File: src/rtl/alu_shift_mul.sv
// ============================================================================
// Module   : alu_shift_mul
// Purpose  : Iterative unsigned shift-add multiplier, one multiplier bit per
//            clock, full 2W-bit product with a one-cycle done pulse.
// Revision : 1.0 - initial release
// ============================================================================
`default_nettype none

module alu_shift_mul #(
  parameter int W = 32
) (
  input  logic           c,
  input  logic           rst,
  input  logic           start,
  input  logic [W-1:0]   a,
  input  logic [W-1:0]   b,
  output logic           busy,
  output logic           done,
  output logic [2*W-1:0] p
);

  localparam int CW = (W > 1) ? $clog2(W) : 1;
  localparam logic [CW-1:0] C_LAST = CW'(W - 1);

  typedef enum logic [1:0] {
    S_IDLE = 2'd0,
    S_RUN  = 2'd1,
    S_DONE = 2'd2
  } state_t;

  state_t         state_q, state_d;
  logic [W-1:0]   mcand_q, mcand_d;
  logic [W-1:0]   mplier_q, mplier_d;
  logic [2*W-1:0] acc_q, acc_d;
  logic [CW-1:0]  cnt_q, cnt_d;
  logic [2*W-1:0] p_q, p_d;
  logic [2*W:0]   sum;
  logic [2*W-1:0] acc_shifted;

  // Adding mcand into the upper half keeps the carry in bit 2W; the shift
  // then folds that carry back into the accumulator's top bit.
  always_comb begin
    sum         = {1'b0, acc_q} +
                  (mplier_q[0] ? {1'b0, mcand_q, {W{1'b0}}} : {(2*W+1){1'b0}});
    acc_shifted = (2*W)'(sum >> 1);
  end

  always_comb begin
    state_d  = state_q;
    mcand_d  = mcand_q;
    mplier_d = mplier_q;
    acc_d    = acc_q;
    cnt_d    = cnt_q;
    p_d      = p_q;
    case (state_q)
      S_IDLE, S_DONE: begin
        if (start) begin
          state_d  = S_RUN;
          mcand_d  = a;
          mplier_d = b;
          acc_d    = '0;
          cnt_d    = '0;
        end else if (state_q == S_DONE) begin
          state_d  = S_IDLE;
        end
      end
      S_RUN: begin
        acc_d    = acc_shifted;
        mplier_d = mplier_q >> 1;
        cnt_d    = cnt_q + CW'(1);
        if (cnt_q == C_LAST) begin
          state_d = S_DONE;
          p_d     = acc_shifted;
        end
      end
      default: state_d = S_IDLE;
    endcase
  end

  always_ff @(posedge c or posedge rst) begin
    if (rst) begin
      state_q  <= S_IDLE;
      mcand_q  <= '0;
      mplier_q <= '0;
      acc_q    <= '0;
      cnt_q    <= '0;
      p_q      <= '0;
    end else begin
      state_q  <= state_d;
      mcand_q  <= mcand_d;
      mplier_q <= mplier_d;
      acc_q    <= acc_d;
      cnt_q    <= cnt_d;
      p_q      <= p_d;
    end
  end

  assign busy = (state_q == S_RUN);
  assign done = (state_q == S_DONE);
  assign p    = p_q;

endmodule

`default_nettype wire

File: config.mk
export PLATFORM = sky130hd
export DESIGN_NAME = alu_shift_mul
export DESIGN_NICKNAME = d
export VERILOG_FILES = /design/src/rtl/alu_shift_mul.sv
export SDC_FILE = /design/constraint.sdc
export NUM_CORES = 1
export LEC_CHECK = 0
export CORE_ASPECT_RATIO = 1.2
export CORE_MARGIN = 2
export CORE_UTILIZATION = 55
export DETAILED_ROUTE_END_ITERATION = 6
export GPL_TIMING_DRIVEN = 0
export PLACE_DENSITY = 0.8
export SYNTH_ARGS = -nofsm -noshare
export SYNTH_HDL_FRONTEND = slang
export SYNTH_SLANG_ARGS = --single-unit
File: constraint.sdc
create_clock -name c -period 7.3 [get_ports c]
set_input_delay 1.095 -clock c [delete_from_list [all_inputs] [get_ports c]]
set_output_delay 1.095 -clock c [all_outputs]
set_load 0.005 [all_outputs]
==> run_results.csv, run 1 <==
group,metric,value,unit
yosys,avgSynthCellArea,9.69,sq um
floorplan,start_util,56.1,%
final_layout,drive_gt1_share,5.11,%
sta,tightest_slew,0.733,ns
worst_setup_path,criticalPathCategory,"reg -> out",
hold_path,min_path_cells,2,
global_routing,grt_max_degree,107,
global_routing,grt_first_pass_wirelength,37100,um
floorplan,num_rows,52,
worst_setup_path,path_cells,"nand2b_1 > clkbuf_1 > inv_1 > clkbuf_1 > clkbuf_1 > clkdlybuf4s50_1",
drt,drc_errors,0,
final_layout,fin_cells,1352,
sta,slew_viol_final,0,
drt,wl,22400,um
floorplan,core_region_area,16800,sq um
yosys,synth_area,9410,sq um
sta,fin_hold_ws,0.470,ns
sta,timing_hold_violations_final,0,
sta,timing.fmax,244,MHz
yosys,yosys-top-cells-count,"306 x nand2_1, 198 x dfrtp_1, 53 x a22o_1",
worst_setup_path,critPathArrivalTime,3.00,ns
yosys,yosys_warnings,0,
worst_setup_path,regToRegEndpoint,"p[61]$_DFFE_PP0P_",
sta,rsz0062_at_grt,"false",
clocking,clock_path_buffers,2,
yosys,synth_top_area_share,52.7,%
sta,finalCriticalPeriod,4.10,ns
yosys,synth_edf_count,0,
yosys,synth_async_sr_flop_share,100,%
sta,finalSetupViolations,0,
final_layout,areaGrowthSynthToFinish,23.7,%
worst_setup_path,cp.required,6.20,ns
placement,gp_congestion,0.892,
drt,num_vias,7646,
power_and_ir_drop,ir_worst_vdd,0.000214,V
clocking,clk_pin_slew,0.07,ns
yosys,synthTopCellsByArea,"dfrtp_1 53%, nand2_1 12%, a22o_1 4.9%",
clocking,cts_tree,"built",
yosys,synth_nets,1073,
floorplan,dieArea,18200,sq um
floorplan,die_w,123,um
final_layout,nets,1225,
hold_path,hold_end,"mcand_q[3]$_DFFE_PP0P_",
global_routing,antenna_found_initial,0,
sta,period_share,56.2,%
clocking,cts.sinks,198,
run,cap_viol_max_count,0,
yosys,syn_inst,971,
clocking,postCtsHoldBufs,0,
status,outcome,"finished clean",
yosys,synth-main-ff-cell,"dfrtp_1",
final_layout,diodes,0,
worst_setup_path,ff2ff_setup_slack,3.67,ns
clocking,cts_max_level,4,
floorplan,fp.dieH,147,um
worst_setup_path,cp_common_cell,"clkbuf_1",
worst_setup_path,worstRegToRegCells,11,
clocking,numCtsBuffers,17,
drt,dr.pass1.iters,5,
yosys,synth-seq-cells,198,
worst_setup_path,path_max_fanout,10,
power_and_ir_drop,powerDensity,446,nW/um^2
clocking,insertion_delay,0.44,ns
global_routing,grt_usage,26.0,%
placement,numPortBuffers,132,
power_and_ir_drop,p_leak,0.00560,uW
drt,drt_iter0_markers,647,
hold_path,holdCritStartpoint,"mcand_q[3]$_DFFE_PP0P_",
placement,dp_hpwl,15900,um
global_routing,grt_pass1_vias,7555,
hold_path,hold_path_class,"reg -> reg",
yosys,yosysTopAreaCell,"dfrtp_1",
drt,routedWlPerCell,16.6,um
worst_setup_path,end_kind,"output port",
worst_setup_path,crit_path_top_delay_cell,"clkdlybuf4s50_1",
sta,slew_headroom,51.2,%
clocking,root_buffer,"clkbuf_16",
clocking,cts_setup_buffers,0,
floorplan,ioPinCount,133,
yosys,ys_types,56,
clocking,cts_resized,0,
sta,skew,0.0105,ns
drt,viasPerCell,5.66,
worst_setup_path,cp-start-kind,"flop",
global_routing,gr-total-overflow,0,
worst_setup_path,r2r_start,"mplier_q[0]$_DFFE_PP0P_",
drt,drtAntennaViolNets,0,
placement,dp.cells,1320,
worst_setup_path,crit_path_max_incr_delay,0.62,ns
yosys,synth_seq_area_share,52.7,%
yosys,synth_most_common_cell,"nand2_1",
## cells in the final DEF (no fill, tap or decap), types with 6 or more instances in the layout
master           count
a211oi_1             6
a21o_1              24
a21oi_1             29
a22o_1              53
a22oi_1             31
a31oi_1              6
and2_1              33
buf_1                8
clkbuf_1            49
clkbuf_16           17
clkdlybuf4s50_1    132
dfrtp_1            198
ha_1                34
inv_1               13
mux2_2              18
nand2_1            306
nand2b_1             7
nand3_1             14
nand4_1              7
nor2_1              20
nor2b_1              6
o21ai_0             24
o31ai_1              8
xnor2_1             12
xor2_1               9
## worst max path at each step
stage | from | end | slack, ns | cells past startpoint
finish | state_q[1]$_DFFE_PP0P_ | busy | 3.20 | 6
global route | state_q[1]$_DFFE_PP0P_ | busy | 3.05 | 6
CTS | state_q[1]$_DFFE_PP0P_ | busy | 3.23 | 6
detailed placement | state_q[1]$_DFFE_PP0P_ | busy | 3.71 | 6
global placement | rst | p[42]$_DFFE_PP0P_ | -1.60 | 2
floorplan | rst | acc_q[10]$_DFFE_PP0P_ | 0.81 | 1
## metal layers
metal	routed length, um	share of wire (%)	global-route usage (%)
met1	9880	44	35.4
met5	0	0	0
met4	620	2.8	10.4
met2	11200	50	42.4
met3	775	3.5	3.14
## worst max-delay path, delay by kind of cell (launching register included)
| kind | cells | cell delay (ns) |
|---|---|---|
| and+or+nand+nor | 1 | 0.13 |
| buffers and inverters | 5 | 2.07 |
| DFF | 1 | 0.37 |
## kinds of logic (layout without fill, tap and decap cells)
family / after synthesis / in the layout / share of synthesized area (%)
AO/OA/AOI/OAI: 218 / 218 / 17.2
XOR/XNOR: 21 / 21 / 1.95
adder cells (fa/ha/maj): 35 / 35 / 4.73
buffers and inverters: 71 / 236 / 2.83
flip-flops: 198 / 198 / 52.7
multiplexers: 18 / 18 / 2.15
AND/OR/NAND/NOR: 410 / 410 / 18.5
## where the power goes
part | total, uW | leakage, uW | switching (uW) | internal, uW
clock | 943 | 0.000293 | 479 | 464
sequential | 1870 | 0.00247 | 295 | 1580
combinational | 2370 | 0.00284 | 1280 | 1100
## sequential cells by signal (all words and copies together), names as in the netlist
register and cells:
acc_q 63, cnt_q 5, mcand_q 32, mplier_q 32, p 64, state_q 2
## metrics by stage
stage,utilization [%],setup TNS (ns),cell area [sq um],worst slack [ns],power [uW]
floorplan,-,0,9410,0.808,3440
global placement,65.5,-314.38,11000,-1.60,4130
detailed placement,65.7,0,11000,3.71,4220
CTS,69.3,0,11600,3.23,5190
global route,69.3,0,11600,3.05,5570
finish,69.3,0,11600,3.20,5190
## final cells by class
cell class	count	area, sq um
Multi-Input combinational cell	702	4190
Clock buffer	17	425
Timing Repair Buffer	133	1350
Clock inverter	15	176
Fill cell	1306	5150
Buffer	57	214
Tap cell	216	270
Sequential cell	198	4950
Inverter	14	60.1
(Power assumes the default switching activity.)
==> inputs of run 2 (changes only) <==
- CORE_UTILIZATION: 55 -> 50
- PLACE_DENSITY: 0.8 -> 0.77
- clock period: 7.3 -> 3.7 ns (I/O delays scaled with it)
==> run_results.csv, run 2 (synthesized netlist as in run 1, its figures left out) <==
group,metric,value,unit
drt,num_vias,7556,
power_and_ir_drop,powerDensity,869,nW/um^2
drt,viasPerCell,5.43,
sta,timing_hold_violations_final,0,
placement,dp.cells,1360,
global_routing,grt_max_degree,43,
global_routing,grt_pass1_vias,7517,
sta,skew,0.0110,ns
final_layout,final_common_cell,"nand2_1",
worst_setup_path,path_max_fanout,10,
clocking,cts_setup_buffers,0,
placement,numPortBuffers,132,
placement,gp_congestion,0.855,
final_layout,diodes,0,
floorplan,core_region_area,18300,sq um
floorplan,dieArea,19900,sq um
final_layout,largest_reg_flops,64,
worst_setup_path,end_kind,"flop",
clocking,clk_pin_slew,0.08,ns
status,outcome,"finished clean",
final_layout,areaGrowthSynthToFinish,24.9,%
sta,rsz0062_at_grt,"false",
floorplan,num_rows,54,
drt,drt_iter0_markers,558,
global_routing,antenna_found_initial,0,
floorplan,start_util,51.4,%
clocking,insertion_delay,0.44,ns
sta,slew_headroom,50.0,%
global_routing,grt_usage,23.5,%
power_and_ir_drop,p_leak,0.00564,uW
sta,finalSetupViolations,0,
sta,slew_viol_final,0,
clocking,numCtsBuffers,17,
sta,timing.fmax,292,MHz
clocking,cts_max_level,4,
run,cap_viol_max_count,0,
power_and_ir_drop,ir_worst_vdd,0.000428,V
final_layout,drive_gt1_share,5.71,%
sta,fin_hold_ws,0.470,ns
floorplan,fp.dieH,154,um
global_routing,grt_first_pass_wirelength,37200,um
final_layout,final_cell_mix,"306 x nand2_1, 198 x dfrtp_1, 132 x clkdlybuf4s50_1, 53 x a22o_1, 46 x clkbuf_1",
drt,routedWlPerCell,16.0,um
final_layout,final_area,11800,sq um
worst_setup_path,cp.required,4.07,ns
final_layout,fin_cells,1391,
worst_setup_path,cp-start-kind,"flop",
hold_path,hold_path_class,"reg -> reg",
placement,placed_cell_area,11200,sq um
worst_setup_path,critPathArrivalTime,3.79,ns
placement,dp_hpwl,16500,um
drt,wl,22200,um
floorplan,die_w,129,um
placement,pre_cts_ws,0.0946,ns
drt,drc_errors,0,
sta,period_share,92.6,%
clocking,root_buffer,"clkbuf_16",
clocking,clock_path_buffers,2,
worst_setup_path,criticalPathCategory,"reg -> reg",
final_layout,nets,1228,
clocking,cts_tree,"built",
drt,dr.pass1.iters,5,
clocking,cts.sinks,198,
floorplan,ioPinCount,133,
power_and_ir_drop,power.total,10200,uW
final_layout,nFillCells,1503,
sta,final.setup.worst_slack,0.274,ns
sta,finalCriticalPeriod,3.43,ns
drt,drtAntennaViolNets,0,
sta,tightest_slew,0.751,ns
global_routing,gr-total-overflow,0,
-- run 2: critical path, stage by stage, from the launching register on --
cell	delay, ns
dfrtp_1	0.52
clkbuf_1	0.29
and2_1	0.20
ha_1	0.22
clkbuf_1	0.19
a21oi_1	0.22
o21ai_1	0.17
a2111oi_4	0.39
a211oi_1	0.20
o21bai_2	0.18
o211ai_2	0.17
or4_1	0.49
nand3b_1	0.11
-- run 2: path summary, 6_finish.rpt --
check / from / to / slack (ns) / cells after the start
max: mplier_q[0]$_DFFE_PP0P_ / acc_q[62]$_DFFE_PP0P_ / 0.27 / 12
min in group asynchronous: rst / p[27]$_DFFE_PP0P_ / 0.56 / 2
max in group asynchronous: rst / mplier_q[15]$_DFFE_PP0P_ / 2.05 / 5
max reg2reg: mplier_q[0]$_DFFE_PP0P_ / acc_q[62]$_DFFE_PP0P_ / 0.27 / 12
min: mcand_q[12]$_DFFE_PP0P_ / mcand_q[12]$_DFFE_PP0P_ / 0.47 / 2
min reg2reg: mcand_q[12]$_DFFE_PP0P_ / mcand_q[12]$_DFFE_PP0P_ / 0.47 / 2
-- run 2: routing by layer --
metal	up-vias	global-route usage (%)	wire length, um
met3	36	3.36	780
met5	-	0	0
met2	161	38.5	11000
met1	3682	32.1	9870
met4	0	8.02	531
li1	3677	-	-
-- run 2: cell type report --
class	instances	area [sq um]	share of cell area [%]
Sequential cell	198	4950	42.2
Multi-Input combinational cell	702	4190	35.7
Timing Repair Buffer	137	1430	12.2
Clock buffer	17	425	3.62
Tap cell	252	315	2.68
Buffer	56	213	1.81
Clock inverter	15	168	1.43
Inverter	14	56.3	0.479
-- run 2: report_power, final --
part / total, uW / leakage (uW) / internal [uW] / switching [uW]
clock network: 1860 / 0.000289 / 919 / 937
logic: 4670 / 0.00288 / 2180 / 2490
registers: 3690 / 0.00247 / 3110 / 572
total: 10200 / 0.00564 / 6210 / 4000
-- run 2: what timing repair did --
action,in CTS,in global routing
setup endpoints to repair,0,15
resized for setup,0,5
hold buffers,0,0
-- run 2: through the flow --
step	utilization (%)	setup TNS, ns
2_1_floorplan	-	0
3_3_place_gp	60.4	-174.94
3_5_place_dp	60.9	0
4_1_cts	64.2	0
5_1_grt	64.2	0
6_report	64.2	0
